File: src/rtl/invader_march_ctrl.sv
// Invader formation march sequencer.
// Each enabled march tick scans the sprite table for the alive count, the
// horizontal extent and the lowest row, decides one move (left, right or
// step-down-and-reverse), then read-modify-writes every alive entry. The
// table port is shared with the renderer through tbl_req/tbl_gnt.
// Ports:
//   clk25M, reset (async, active-low)
//   enable, frame_tick, move_div, restart     : game control inputs
//   tbl_req/tbl_gnt/tbl_addr/tbl_re/tbl_rdata : table read port
//   tbl_we/tbl_wdata                          : table write port (combinational,
//                                               driven in the cycle the read data returns)
//   busy, dir, alive_cnt, step_done, cleared, game_over, missed_tick : status
module invader_march_ctrl #(
    parameter int unsigned N         = 50,
    parameter int unsigned STEP      = 3,
    parameter int unsigned SPR_W     = 32,
    parameter int unsigned SCREEN_W  = 640,
    parameter int unsigned ROW_LIMIT = 14
) (
    input  logic        clk25M,
    input  logic        reset,
    input  logic        enable,
    input  logic        frame_tick,
    input  logic [3:0]  move_div,
    input  logic        restart,
    output logic        tbl_req,
    input  logic        tbl_gnt,
    output logic [5:0]  tbl_addr,
    output logic        tbl_re,
    input  logic [39:0] tbl_rdata,
    output logic        tbl_we,
    output logic [39:0] tbl_wdata,
    output logic        busy,
    output logic        dir,
    output logic [5:0]  alive_cnt,
    output logic        step_done,
    output logic        cleared,
    output logic        game_over,
    output logic        missed_tick
);

    localparam int unsigned AW = 6;
    localparam int unsigned CW = 12;
    localparam int unsigned XW = CW + 1;

    localparam logic [2:0] S_IDLE   = 3'd0;
    localparam logic [2:0] S_SCAN   = 3'd1;
    localparam logic [2:0] S_DECIDE = 3'd2;
    localparam logic [2:0] S_UREAD  = 3'd3;
    localparam logic [2:0] S_UWRITE = 3'd4;

    typedef struct packed {
        logic          exist;
        logic [2:0]    id;
        logic [CW-1:0] row;
        logic [CW-1:0] hpos;
        logic [CW-1:0] color;
    } entry_t;

    logic [2:0]    state,     state_nx;
    logic [3:0]    div_q,     div_nx;
    logic [AW-1:0] addr_nx;
    logic          req_nx,    re_nx;
    logic          rd_valid,  rd_valid_nx;
    logic          rd_last,   rd_last_nx;
    logic [AW-1:0] cnt,       cnt_nx;
    logic [CW-1:0] minh,      minh_nx;
    logic [CW-1:0] maxh,      maxh_nx;
    logic [CW-1:0] maxrow,    maxrow_nx;
    logic          mode_down, mode_down_nx;
    logic          tog_pend,  tog_pend_nx;
    entry_t        held,      held_nx;
    logic          busy_nx,   dir_nx,  step_done_nx, cleared_nx;
    logic          game_over_nx, missed_tick_nx;
    logic [AW-1:0] alive_cnt_nx;

    entry_t        rd_e, cur_e, wr_e;
    logic          last_addr, edge_hit, row_over;

    // State and registered outputs
    always_ff @(posedge clk25M or negedge reset) begin
        if (!reset) begin
            state       <= S_IDLE;
            div_q       <= '0;
            tbl_addr    <= '0;
            tbl_req     <= 1'b0;
            tbl_re      <= 1'b0;
            rd_valid    <= 1'b0;
            rd_last     <= 1'b0;
            cnt         <= '0;
            minh        <= '0;
            maxh        <= '0;
            maxrow      <= '0;
            mode_down   <= 1'b0;
            tog_pend    <= 1'b0;
            held        <= '0;
            busy        <= 1'b0;
            dir         <= 1'b0;
            alive_cnt   <= '0;
            step_done   <= 1'b0;
            cleared     <= 1'b0;
            game_over   <= 1'b0;
            missed_tick <= 1'b0;
        end else begin
            state       <= state_nx;
            div_q       <= div_nx;
            tbl_addr    <= addr_nx;
            tbl_req     <= req_nx;
            tbl_re      <= re_nx;
            rd_valid    <= rd_valid_nx;
            rd_last     <= rd_last_nx;
            cnt         <= cnt_nx;
            minh        <= minh_nx;
            maxh        <= maxh_nx;
            maxrow      <= maxrow_nx;
            mode_down   <= mode_down_nx;
            tog_pend    <= tog_pend_nx;
            held        <= held_nx;
            busy        <= busy_nx;
            dir         <= dir_nx;
            alive_cnt   <= alive_cnt_nx;
            step_done   <= step_done_nx;
            cleared     <= cleared_nx;
            game_over   <= game_over_nx;
            missed_tick <= missed_tick_nx;
        end
    end

    // Next-state, datapath and write-port logic
    always_comb begin
        state_nx       = state;
        div_nx         = div_q;
        addr_nx        = tbl_addr;
        req_nx         = tbl_req;
        re_nx          = tbl_re;
        rd_valid_nx    = tbl_re & tbl_gnt;
        rd_last_nx     = tbl_re & tbl_gnt & (tbl_addr == AW'(N - 1));
        cnt_nx         = cnt;
        minh_nx        = minh;
        maxh_nx        = maxh;
        maxrow_nx      = maxrow;
        mode_down_nx   = mode_down;
        tog_pend_nx    = tog_pend;
        held_nx        = held;
        dir_nx         = dir;
        alive_cnt_nx   = alive_cnt;
        step_done_nx   = 1'b0;
        cleared_nx     = 1'b0;
        game_over_nx   = game_over;
        missed_tick_nx = frame_tick & (state != S_IDLE);
        tbl_we         = 1'b0;
        tbl_wdata      = '0;

        last_addr = (tbl_addr == AW'(N - 1));
        rd_e      = entry_t'(tbl_rdata);
        // Read data is valid for one cycle only; a stalled write replays the held copy.
        cur_e     = rd_valid ? rd_e : held;
        wr_e      = cur_e;
        if (mode_down)
            wr_e.row = CW'(cur_e.row + CW'(1));
        else if (dir)
            wr_e.hpos = CW'(cur_e.hpos - CW'(STEP));
        else
            wr_e.hpos = CW'(cur_e.hpos + CW'(STEP));

        edge_hit = dir ? (minh < CW'(STEP))
                       : ((XW'(maxh) + XW'(STEP + SPR_W)) > XW'(SCREEN_W));
        row_over = (XW'(maxrow) + XW'(1)) > XW'(ROW_LIMIT);

        case (state)
            S_IDLE: begin
                if (restart) begin
                    game_over_nx = 1'b0;
                    dir_nx       = 1'b0;
                    div_nx       = '0;
                end else if (frame_tick && enable && !game_over) begin
                    if (div_q == move_div) begin
                        div_nx    = '0;
                        state_nx  = S_SCAN;
                        req_nx    = 1'b1;
                        re_nx     = 1'b1;
                        addr_nx   = '0;
                        cnt_nx    = '0;
                        minh_nx   = '1;
                        maxh_nx   = '0;
                        maxrow_nx = '0;
                    end else begin
                        div_nx = 4'(div_q + 4'd1);
                    end
                end
            end
            S_SCAN: begin
                if (tbl_re && tbl_gnt) begin
                    if (last_addr) re_nx = 1'b0;
                    else           addr_nx = AW'(tbl_addr + AW'(1));
                end
                if (rd_valid && rd_e.exist) begin
                    cnt_nx = AW'(cnt + AW'(1));
                    if (rd_e.hpos < minh)  minh_nx   = rd_e.hpos;
                    if (rd_e.hpos > maxh)  maxh_nx   = rd_e.hpos;
                    if (rd_e.row > maxrow) maxrow_nx = rd_e.row;
                end
                if (rd_last) begin
                    state_nx = S_DECIDE;
                    req_nx   = 1'b0;
                end
            end
            S_DECIDE: begin
                alive_cnt_nx = cnt;
                if (cnt == '0) begin
                    cleared_nx = 1'b1;
                    state_nx   = S_IDLE;
                end else if (edge_hit && row_over) begin
                    game_over_nx = 1'b1;
                    state_nx     = S_IDLE;
                end else begin
                    mode_down_nx = edge_hit;
                    tog_pend_nx  = edge_hit;
                    state_nx     = S_UREAD;
                    req_nx       = 1'b1;
                    re_nx        = 1'b1;
                    addr_nx      = '0;
                end
            end
            S_UREAD: begin
                if (tbl_gnt) begin
                    state_nx = S_UWRITE;
                    re_nx    = 1'b0;
                end
            end
            S_UWRITE: begin
                held_nx   = cur_e;
                tbl_we    = cur_e.exist;
                tbl_wdata = cur_e.exist ? wr_e : '0;
                // Dead entries skip the write and need no grant.
                if (!cur_e.exist || tbl_gnt) begin
                    if (last_addr) begin
                        state_nx     = S_IDLE;
                        req_nx       = 1'b0;
                        step_done_nx = 1'b1;
                        if (tog_pend) dir_nx = ~dir;
                    end else begin
                        state_nx = S_UREAD;
                        re_nx    = 1'b1;
                        addr_nx  = AW'(tbl_addr + AW'(1));
                    end
                end
            end
            default: begin
                state_nx = S_IDLE;
                req_nx   = 1'b0;
                re_nx    = 1'b0;
            end
        endcase

        busy_nx = (state_nx != S_IDLE);
    end

endmodule

File: config.mk
export PLATFORM = sky130hd
export DESIGN_NAME = invader_march_ctrl
export DESIGN_NICKNAME = d
export VERILOG_FILES = /design/src/rtl/invader_march_ctrl.sv
export SDC_FILE = /design/constraint.sdc
export NUM_CORES = 1
export LEC_CHECK = 0
export CAP_MARGIN = 15
export CORE_UTILIZATION = 45
export CTS_BUF_LIST = sky130_fd_sc_hd__clkbuf_16
export CTS_CLUSTER_SIZE = 28
export DETAILED_ROUTE_END_ITERATION = 12
export PLACE_DENSITY = 0.64
export SLEW_MARGIN = 30
export SYNTH_ARGS = -nofsm -noshare
export SYNTH_HDL_FRONTEND = slang
export SYNTH_SLANG_ARGS = --single-unit
File: constraint.sdc
create_clock -name clk25M -period 5.95 [get_ports clk25M]
set_input_delay 1.19 -clock clk25M [delete_from_list [all_inputs] [get_ports clk25M]]
set_output_delay 1.19 -clock clk25M [all_outputs]
set_load 0.1 [all_outputs]
Word level (Yosys, flattened, before mapping)
Index checks and enable logic that the tools add are counted.
- add/subtract/negate cells: 8
- magnitude comparators: 6
- eq/ne operators: 25
- mux-type cells: 74
- bitwise logic cells: 7
- reductions and logical operators: 28
- operators with widths (kind ; number):
    two-way mux 12 bit ; 15
    two-way mux 40 bit ; 3
    case mux 12 bit (2 select lines) ; 3
    two-way mux 6 bit ; 9
    != test 2 bit, second input constant ; 19
    two-way mux 1 bit ; 25
    > comparator 12 bit ; 2
    case mux 6 bit (4 select lines) ; 1
    two-way mux 3 bit ; 6
    AND reduction 6 bit ; 3
    case mux 3 bit (5 select lines) ; 1
    adder 12 x 1 -> 13 bit, second input constant ; 1
    adder 12 x 6 -> 13 bit, second input constant ; 1
    > comparator 13 x 10 -> 1 bit, second input constant ; 1
    > comparator 13 x 4 -> 1 bit, second input constant ; 1
    adder 12 x 1 -> 12 bit, second input constant ; 1
    adder 12 x 2 -> 12 bit, second input constant ; 1
    adder 6 x 1 -> 6 bit, second input constant ; 2
    < comparator 12 bit ; 1
    < comparator 12 x 2 -> 1 bit, second input constant ; 1
    two-way mux 4 bit ; 3
    case mux 6 bit (2 select lines) ; 1
    subtractor 12 x 2 -> 12 bit, second input constant ; 1
    case mux 1 bit (5 select lines) ; 2
    25 further kinds ; 44
- bits in registers: 112
- input port bits: 50
- output and inout port bits: 61

Depth between registers and ports, before layout
Gate-level depths: netlist (run 1).
- depth in word-level cells: 8
- gate-level depth with buffers: 13
- gate-level depth less buffers: 10

Worst setup path before layout (run 1)
OpenSTA, ideal clock, no wires.
- path type: reg-to-output
- from: reg rd_valid
- to: out tbl_wdata[23]
- arrival time: 5.104 ns
- required time: 4.760 ns
- setup slack: -0.344 ns
- cell stages (with the launch flop): 13
- path through: dfrtp_1 > buf_2 > buf_2 > buf_1 > mux2_2 > ha_1 > a21o_1 > a21o_1 > or3_1 > nor3_1 > or4_1 > a21oi_1 > nor3b_1
- RTL lines (element ; line ; text):
    from (decl) ; 64 ; logic rd_valid, rd_valid_nx;
    from (signal assigned) ; 110 ; rd_valid <= rd_valid_nx;
    to (decl) ; 32 ; output logic [39:0] tbl_wdata,

==> metrics.cfg, run 1 <==
[layout]
nets = 970
drive_above_1_share_pct = 14.8
areaGrowthSynthToFinish_pct = 20.7
most-common-layout-cells = 111 x dfrtp_1, 72 x nand2_1, 67 x clkdlybuf4s50_1, 62 x nor2_1, 54 x inv_1
fin_util_pct = 55.7
antenna_cells = 0
final_common_cell = dfrtp_1

[drt]
dr.pass1.iters = 5
wl_per_cell_um = 16.9
dr.first_iter.drc_count = 242
drc = 0
viasPerCell = 5.54
postRouteAntennaNets = 0
totalWireLength_um = 18400
num_vias = 6019

[clocking]
cts.sinks = 112
cts_setup_buffers = 0
clkLatencyLatePin_ns = 0.36
cts_buffer_depth = 2
ctsResizeCount = 0
htree_levels = 3
clk_pin_slew_ns = 0.07
cts_made_buffers = 9
ctsHoldBuffers = 0
root_buffer = clkbuf_16
cts_tree = done

[job]
maxCapViolCount = 0

[setup_path]
critPathTopFamily = compound AO/OA/AOI/OAI gates
slowest_stage = or4b_2
cp-start-kind = primary input
rr_startpoint = rd_valid
crit_start = tbl_rdata[12]
crit_fanout = 5
path_class = primary input to primary output
crit_chain = clkdlybuf4s50_1 -> mux2_2 -> fa_1 -> a21o_1 -> a21oi_1 -> o21bai_1 -> a21oi_1 -> o21ai_0 -> or4b_2 -> nand3_1 -> buf_12
crit_required_ns = 4.76
crit_path_end_kind = primary output
cp.arrival_ns = 4.36
critPathBufInv = 2
crit_top_cell = a21oi_1
max_stage_delay_ns = 0.62

[sta]
rsz0062_at_grt = no
slew_viol_final = 0
max_freq_mhz = 180
final.setup.tns_ns = 0
hold_viol = 0
fin_ws_ns = 0.405
tightest_slew_ns = 1.00
fin_crit_ns = 5.55
slew-limit-headroom_pct = 32.9
period_share_pct = 93.2
setup_viol = 0
skew_ns = 0.0117

[min_path]
hp-start = held[15]
worstHoldPathType = register to register

[die]
die_w_um = 129
core_area_um2 = 15800
die_area_um2 = 16700
core.rowCount = 46
initial_core_util_pct = 46.1
fp.dieH_um = 129
top_level_ports = 111

[synthesis]
syn_area_per_cell_um2 = 9.49
yosysWarnings = 0
synth.distinct_cells = 68
synth_cells = 769
yosysTopAreaCell = dfrtp_1
synthTopCellsByArea = dfrtp_1 38%, ha_1 9.1%, mux2_2 6.8%
syn_nets = 873
synth_seq_cells = 112
syn_area_um2 = 7300
seq_area_frac_synth_pct = 38.4
synth-edff-count = 0
synthArstFlopShare_pct = 100
synth_top_cell_area_share_pct = 38.4
synthFlopType = dfrtp_1

[placed_design]
gp_congestion = 0.897
io_buffer_count = 110
hpwlAfterDp_um = 13800
place_ws_ns = 0.413

[power]
p_leak_nw = 4.02
power_density_nw_per_um2 = 393
ir_drop_mv = 0.193

[global_routing]
grt_max_degree = 79
grt_pass1_vias = 5979
overflow = 0
grt_pass1_wl_um = 30200
grt_usage_pct = 23.1
grt_antenna_before_repair = 0

[outcome]
outcome = finished clean

## final timing paths
path | to | slack (ns) | cells after the start
min | held[15] | 0.47 | 2
min reg2reg | held[15] | 0.47 | 2
min in group asynchronous | maxh[4] | 0.85 | 1
max | tbl_wdata[20] | 0.40 | 11
max in group asynchronous | rd_valid | 4.08 | 2
max reg2reg | tbl_re | 3.08 | 8
## cell usage after synthesis (3+ instances only)
cell / instances
o31ai_1: 3
o22a_1: 12
buf_4: 3
a22o_1: 25
a21oi_1: 38
or4_1: 3
xnor2_1: 14
ha_1: 53
nand4_1: 10
a31oi_1: 5
dfrtp_1: 112
a211oi_1: 6
and3_1: 6
buf_6: 3
a21o_1: 19
or3_1: 4
nor4_1: 4
nand2_1: 72
or2_2: 5
inv_1: 53
nand3b_1: 3
o21a_1: 7
nand3_1: 20
and2_1: 5
o2bb2ai_1: 3
nor3_1: 21
nor2b_1: 5
xor2_1: 13
buf_2: 8
nor2_1: 62
mux2_2: 44
o21ai_0: 35
buf_1: 3
nand2b_1: 5
mux2i_1: 32
clkbuf_1: 15
## metrics by stage
stage | cells | hold slack, ns | area [µm²] | power, W
floorplan | 769 | 0.442 | 7310 | 0.00251
global placement | 1071 | 0.457 | 8520 | 0.00281
detailed placement | 1071 | 0.459 | 8530 | 0.00286
CTS | 1087 | 0.477 | 8810 | 0.00348
global route | 1087 | 0.496 | 8810 | 0.00372
finish | 1087 | 0.473 | 8810 | 0.00346
## report_power, final
part / switching [W] / total (W) / internal, W / leakage [nW]
registers: 0.000200 / 0.00118 / 0.000977 / 1.43
logic: 0.000988 / 0.00167 / 0.000685 / 2.45
clock network: 0.000289 / 0.000613 / 0.000324 / 0.142
## cells by family (layout without fill, tap and decap cells)
| logic type | count (synthesis) | in the layout | synth area share, % |
|---|---|---|---|
| buffers and inverters | 85 | 187 | 4.97 |
| xor gates and xnor gates | 27 | 27 | 3.24 |
| muxes | 76 | 76 | 11.2 |
| and+or+nand+nor | 239 | 239 | 16.1 |
| adders and majority gates | 54 | 54 | 9.36 |
| DFF | 112 | 112 | 38.4 |
| AOI/OAI and AO/OA | 176 | 176 | 16.7 |
## worst register-to-register path: stages (launching register included)
cell and delay (ns):
dfrtp_2 0.49, buf_4 0.55, mux2i_1 0.31, nand2b_2 0.43, inv_1 0.28, nor2_1 0.14, o22ai_1 0.09, nand3b_1 0.18
mux2_2 0.27
## per-layer routing
| layer | GRT usage (%) | vias to the layer above | wire length (µm) |
|---|---|---|---|
| li1 | - | 2956 | - |
| met1 | 30.2 | 2910 | 8370 |
| met2 | 38.4 | 135 | 8840 |
| met3 | 5.90 | 18 | 945 |
| met4 | 5.40 | 0 | 233 |
| met5 | 0 | - | 0 |
## layout make-up
type	count	area (µm²)
fill	1382	7020
multi-input combinational	572	4140
sequential	112	2800
timing repair buffer	118	1100
tap	216	270
clock buffer	9	225
inverter	53	199
clock inverter	7	62.6
## flip-flops by register name, summed over array words and instances, names as in the netlist
signal	cells
rd_last	1
dir	1
missed_tick	1
tog_pend	1
div_q	4
tbl_re	1
cnt	6
held	40
alive_cnt	6
minh	12
busy	1
game_over	1
step_done	1
cleared	1
maxrow	12
state	3
tbl_addr	6
tbl_req	1
maxh	12
rd_valid	1
Power figures use the tool's default switching activity.
==> inputs of run 2 (changes only) <==
Settings changed: CTS_BUF_LIST sky130_fd_sc_hd__clkbuf_16 to sky130_fd_sc_hd__clkbuf_8, CTS_CLUSTER_SIZE 28 to 24.
==> metrics.cfg, run 2 (synthesis gave the netlist of run 1 again) <==
[layout]
final_common_cell = dfrtp_1
drive_above_1_share_pct = 15.0  ; +0.23 points
largest_register_ffs = 40  ; unchanged
fill_cells = 1391  ; +0.65%
largest_register = held
nets = 970  ; unchanged
antenna_cells = 0  ; unchanged
areaGrowthSynthToFinish_pct = 19.6
most-common-layout-cells = 111 x dfrtp_1, 72 x nand2_1, 67 x clkdlybuf4s50_1, 62 x nor2_1, 54 x inv_1
fin_util_pct = 55.1  ; -0.51 points

[die]
initial_core_util_pct = 46.1  ; unchanged
fp.dieH_um = 129  ; unchanged
die_w_um = 129  ; unchanged
die_area_um2 = 16700  ; unchanged
top_level_ports = 111  ; unchanged
core_area_um2 = 15800  ; unchanged
core.rowCount = 46  ; unchanged

[global_routing]
grt_antenna_before_repair = 0  ; unchanged
grt_pass1_wl_um = 30000  ; -0.43%
overflow = 0  ; unchanged
grt_pass1_vias = 5957  ; -0.37%
grt_usage_pct = 23.0  ; -0.096 points
grt_max_degree = 79  ; unchanged

[sta]
tightest_slew_ns = 1.00  ; +0.00102 ns
skew_ns = 0.0169  ; +0.00528 ns
max_freq_mhz = 180  ; -0.34%
period_share_pct = 93.5  ; +0.32 points
rsz0062_at_grt = no
setup_viol = 0  ; unchanged
fin_crit_ns = 5.56  ; +0.0192 ns
slew_viol_final = 0  ; unchanged
final.setup.tns_ns = 0  ; unchanged
slew-limit-headroom_pct = 32.8  ; -0.069 points
hold_viol = 0  ; unchanged
fin_ws_ns = 0.385  ; -0.0192 ns

[clocking]
cts_buffer_depth = 2  ; unchanged
cts_made_buffers = 9  ; unchanged
cts_tree = done
cts_setup_buffers = 0  ; unchanged
clkLatencyLatePin_ns = 0.39  ; +0.03 ns
htree_levels = 3  ; unchanged
clk_pin_slew_ns = 0.10  ; +0.03 ns
cts.sinks = 112  ; unchanged
ctsResizeCount = 0  ; unchanged
ctsHoldBuffers = 0  ; unchanged
root_buffer = clkbuf_8

[job]
maxCapViolCount = 0  ; unchanged

[power]
power_w = 0.00334  ; -3.6%
power_density_nw_per_um2 = 383  ; -2.7%
ir_drop_mv = 0.181  ; -5.8%
p_leak_nw = 3.99  ; -0.87%

[drt]
postRouteAntennaNets = 0  ; unchanged
totalWireLength_um = 18400  ; about the same
dr.pass1.iters = 5  ; unchanged
viasPerCell = 5.51  ; -0.56%
drc = 0  ; unchanged
dr.first_iter.drc_count = 289  ; +19%
wl_per_cell_um = 16.9  ; about the same
num_vias = 5985  ; -0.56%

[setup_path]
crit_path_end_kind = primary output
crit_required_ns = 4.76  ; about the same
cp.arrival_ns = 4.37  ; about the same
crit_fanout = 5  ; unchanged
cp-start-kind = primary input
path_class = primary input to primary output

[placed_design]
io_buffer_count = 110  ; unchanged
gp_congestion = 0.897  ; unchanged
hpwlAfterDp_um = 13800  ; unchanged
place_ws_ns = 0.413  ; unchanged

[min_path]
worstHoldPathType = register to register

[outcome]
outcome = finished clean

run 2: cell count changes in the layout (fill, tap and decap cells not counted), sizes merged:
cell and delta:
clkinv -2, clkbuf +2
run 2: final cells by class:
cell class	count	area [µm²]	share of cell area, %
sequential	112	2800	32.1
multi-input combinational	572	4140	47.5
timing repair buffer	118	1100	12.7
inverter	53	199	2.28
clock buffer	11	151	1.73
clock inverter	5	55.1	0.631
tap	216	270	3.10
run 2: through the flow:
step / std cells / cell area [µm²] / hold slack, ns
2_1_floorplan: 769 / 7310 / 0.442
3_5_place_dp: 1071 / 8530 / 0.459
4_1_cts: 1087 / 8730 / 0.484
6_report: 1087 / 8730 / 0.480
3_3_place_gp: 1071 / 8520 / 0.457
5_1_grt: 1087 / 8730 / 0.504
run 2: path summary, 6_finish.rpt:
path,from,to,slack [ns],cells after the start
setup / recovery,tbl_rdata[12],tbl_wdata[20],0.39,11
hold / removal,held[15],held[15],0.48,2
setup reg to reg,rd_valid,tbl_re,3.08,8
hold reg to reg,held[15],held[15],0.48,2
max in group asynchronous,reset,rd_valid,4.12,2
min in group asynchronous,reset,maxh[4],0.82,1
run 2: report_power, final:
group	switching [W]	leakage (nW)	total [W]	internal, W
logic	0.000989	2.45	0.00167	0.000685
clock network	0.000274	0.107	0.000492	0.000218
registers	0.000199	1.43	0.00117	0.000976
run 2: layer usage:
| metal | GRT usage, % | vias to the layer above | wire, µm |
|---|---|---|---|
| li1 | - | 2946 | - |
| met1 | 29.9 | 2890 | 8320 |
| met2 | 38.5 | 135 | 8830 |
| met3 | 5.82 | 14 | 1040 |
| met4 | 5.61 | 0 | 189 |
| met5 | 0 | - | 0 |
run 2: critical path: stages:
cell	delay, ns
clkdlybuf4s50_1	0.46
mux2_2	0.35
fa_1	0.44
a21o_1	0.19
a21oi_1	0.21
o21bai_1	0.09
a21oi_1	0.29
o21ai_0	0.18
or4b_2	0.62
nand3_1	0.16
buf_12	0.19
==> inputs of run 3 (changes only) <==
Settings changed: PLACE_DENSITY 0.64 to 0.73, SKIP_CTS_REPAIR_TIMING set to 1.
==> metrics.cfg, run 3 (synthesis gave the netlist of run 1 again) <==
[min_path]
worstHoldPathType = register to register
hold_end = held[20]
hp-start = held[20]
hold_depth = 2  ; unchanged

[clocking]
clkLatencyLatePin_ns = 0.40  ; about the same
root_buffer = clkbuf_8
cts_made_buffers = 9  ; unchanged
cts_buffer_depth = 2  ; unchanged
clk_pin_slew_ns = 0.10  ; about the same
cts_tree = done
cts.sinks = 112  ; unchanged
htree_levels = 3  ; unchanged

[die]
top_level_ports = 111  ; unchanged
core_area_um2 = 15800  ; unchanged
initial_core_util_pct = 46.1  ; unchanged
die_area_um2 = 16700  ; unchanged
fp.dieH_um = 129  ; unchanged
die_w_um = 129  ; unchanged
core.rowCount = 46  ; unchanged

[placed_design]
dp_cells = 1069  ; -0.19%
io_buffer_count = 110  ; unchanged
hpwlAfterDp_um = 12700  ; -8.1%
place_ws_ns = 0.355  ; -0.0584 ns
gp_congestion = 0.854  ; -4.8%

[sta]
skew_ns = 0.0134  ; -0.00359 ns
slew-limit-headroom_pct = 31.2  ; -1.6 points
setup_viol = 0  ; unchanged
hold_viol = 0  ; unchanged
max_freq_mhz = 178  ; -0.84%
final.setup.tns_ns = 0  ; unchanged
slew_viol_final = 0  ; unchanged
fin_crit_ns = 5.61  ; +0.0472 ns
tightest_slew_ns = 1.03  ; +0.0241 ns
fin_ws_ns = 0.338  ; -0.0472 ns
period_share_pct = 94.3  ; +0.79 points
rsz0062_at_grt = no

[drt]
drc = 0  ; unchanged
num_vias = 5949  ; -0.60%
totalWireLength_um = 17000  ; -7.7%
postRouteAntennaNets = 0  ; unchanged
dr.pass1.iters = 4  ; -1
viasPerCell = 5.48  ; -0.42%
dr.first_iter.drc_count = 321  ; +11%
wl_per_cell_um = 15.6  ; -7.6%

[layout]
most-common-layout-cells = 111 x dfrtp_1, 72 x nand2_1, 68 x clkdlybuf4s50_1, 62 x nor2_1, 54 x inv_1
areaGrowthSynthToFinish_pct = 19.0
fin_util_pct = 54.8  ; -0.29 points
multi_input_area_um2 = 4140  ; unchanged
drive_above_1_share_pct = 14.7  ; -0.31 points
ff_latch_area_um2 = 2800  ; unchanged
nets = 968  ; -0.21%
layout.cells.non_filler = 1085  ; -0.18%
fill_cells = 1482  ; +6.5%
final_common_cell = dfrtp_1
largest_register = held
largest_register_ffs = 40  ; unchanged
antenna_cells = 0  ; unchanged

[power]
ir_drop_mv = 0.220  ; +21%
combPwrFrac_pct = 50.7  ; +0.6 points
power_frac_clock_pct = 13.1  ; -1.6 points
p_sw_w = 0.00143  ; -2.0%
p_sw_share_pct = 44.2  ; +0.46 points
p_leak_nw = 3.94  ; -1.1%
power_density_nw_per_um2 = 373  ; -2.5%
power_w = 0.00324  ; -3.0%
p_int_w = 0.00181  ; -3.8%
seq_power_share_pct = 36.2  ; +1.0 points

[outcome]
outcome = finished clean

[setup_path]
cp.arrival_ns = 4.42  ; +0.05 ns
rr_startpoint = rd_valid
reg2reg_depth = 8  ; unchanged
rrSetupSlack_ns = 2.86  ; -0.22 ns
max_stage_delay_ns = 0.62  ; about the same
crit_path_end_kind = primary output
cp-start-kind = primary input
crit_fanout = 5  ; unchanged
crit_top_cell = a21oi_1
crit_required_ns = 4.76  ; about the same
r2r_end = tbl_re
path_class = primary input to primary output
slowest_stage = or4b_2
crit_chain = clkdlybuf4s50_1 -> mux2i_1 -> inv_1 -> fa_1 -> a21o_1 -> a21oi_1 -> o21bai_1 -> a21oi_1 -> o21ai_0 -> or4b_2 -> nand3_1 -> buf_12

[global_routing]
grt_max_degree = 68  ; -14%
grt_usage_pct = 21.5  ; -1.5 points
overflow = 0  ; unchanged
grt_pass1_wl_um = 28200  ; -6.2%
grt_pass1_vias = 5585  ; -6.2%
grt_antenna_before_repair = 0  ; unchanged

[job]
maxCapViolCount = 0  ; unchanged

==> run 3: power by group through the flow <==
stage          Clock (W)  Sequential (W)  Combinational, W
6_report        0.000424         0.00117           0.00164
5_1_grt         0.000468         0.00121           0.00183
4_1_cts         0.000439         0.00117           0.00165
3_5_place_dp           0         0.00119           0.00165
3_3_place_gp           0         0.00118           0.00162
2_1_floorplan          0         0.00137           0.00114
==> run 3: stage by stage <==
stage	hold WS, ns	area [µm²]
after detailed placement	0.458	8510
final	0.482	8680
after floorplan	0.442	7310
after CTS	0.484	8680
after global placement	0.453	8510
after global routing	0.503	8680
==> run 3: worst max-delay path by stage <==
stage | from | end | cells past startpoint
2_1_floorplan | tbl_rdata[24] | tbl_wdata[28] | 8
3_3_place_gp | tbl_rdata[12] | tbl_wdata[20] | 11
3_5_place_dp | tbl_rdata[13] | tbl_wdata[20] | 12
4_1_cts | tbl_rdata[13] | tbl_wdata[20] | 12
5_1_grt | tbl_rdata[13] | tbl_wdata[20] | 12
6_report | tbl_rdata[13] | tbl_wdata[20] | 12
==> run 3: layer usage <==
| metal | routed length, µm | vias to the layer above | track usage, % |
|---|---|---|---|
| li1 | - | 2947 | - |
| met1 | 8270 | 2847 | 30.4 |
| met2 | 7620 | 135 | 33.3 |
| met3 | 737 | 20 | 3.51 |
| met4 | 332 | 0 | 7.89 |
| met5 | 0 | - | 0 |
==> run 3: layout make-up <==
class | count | area share (%)
multi-input cells | 572 | 47.7
flip-flops and latches | 112 | 32.3
repair buffers | 116 | 12.6
well taps | 216 | 3.11
inverters | 53 | 2.29
clock buffers | 9 | 1.43
clock inverters | 7 | 0.577
==> run 3: worst max-delay path: cells and delay by family <==
kind,cells,cell delay [ns]
buffers and inverters,3,0.82
and+or+nand+nor,2,0.78
adders and majority gates,1,0.42
muxes,1,0.27
AOI/OAI and AO/OA,5,0.93
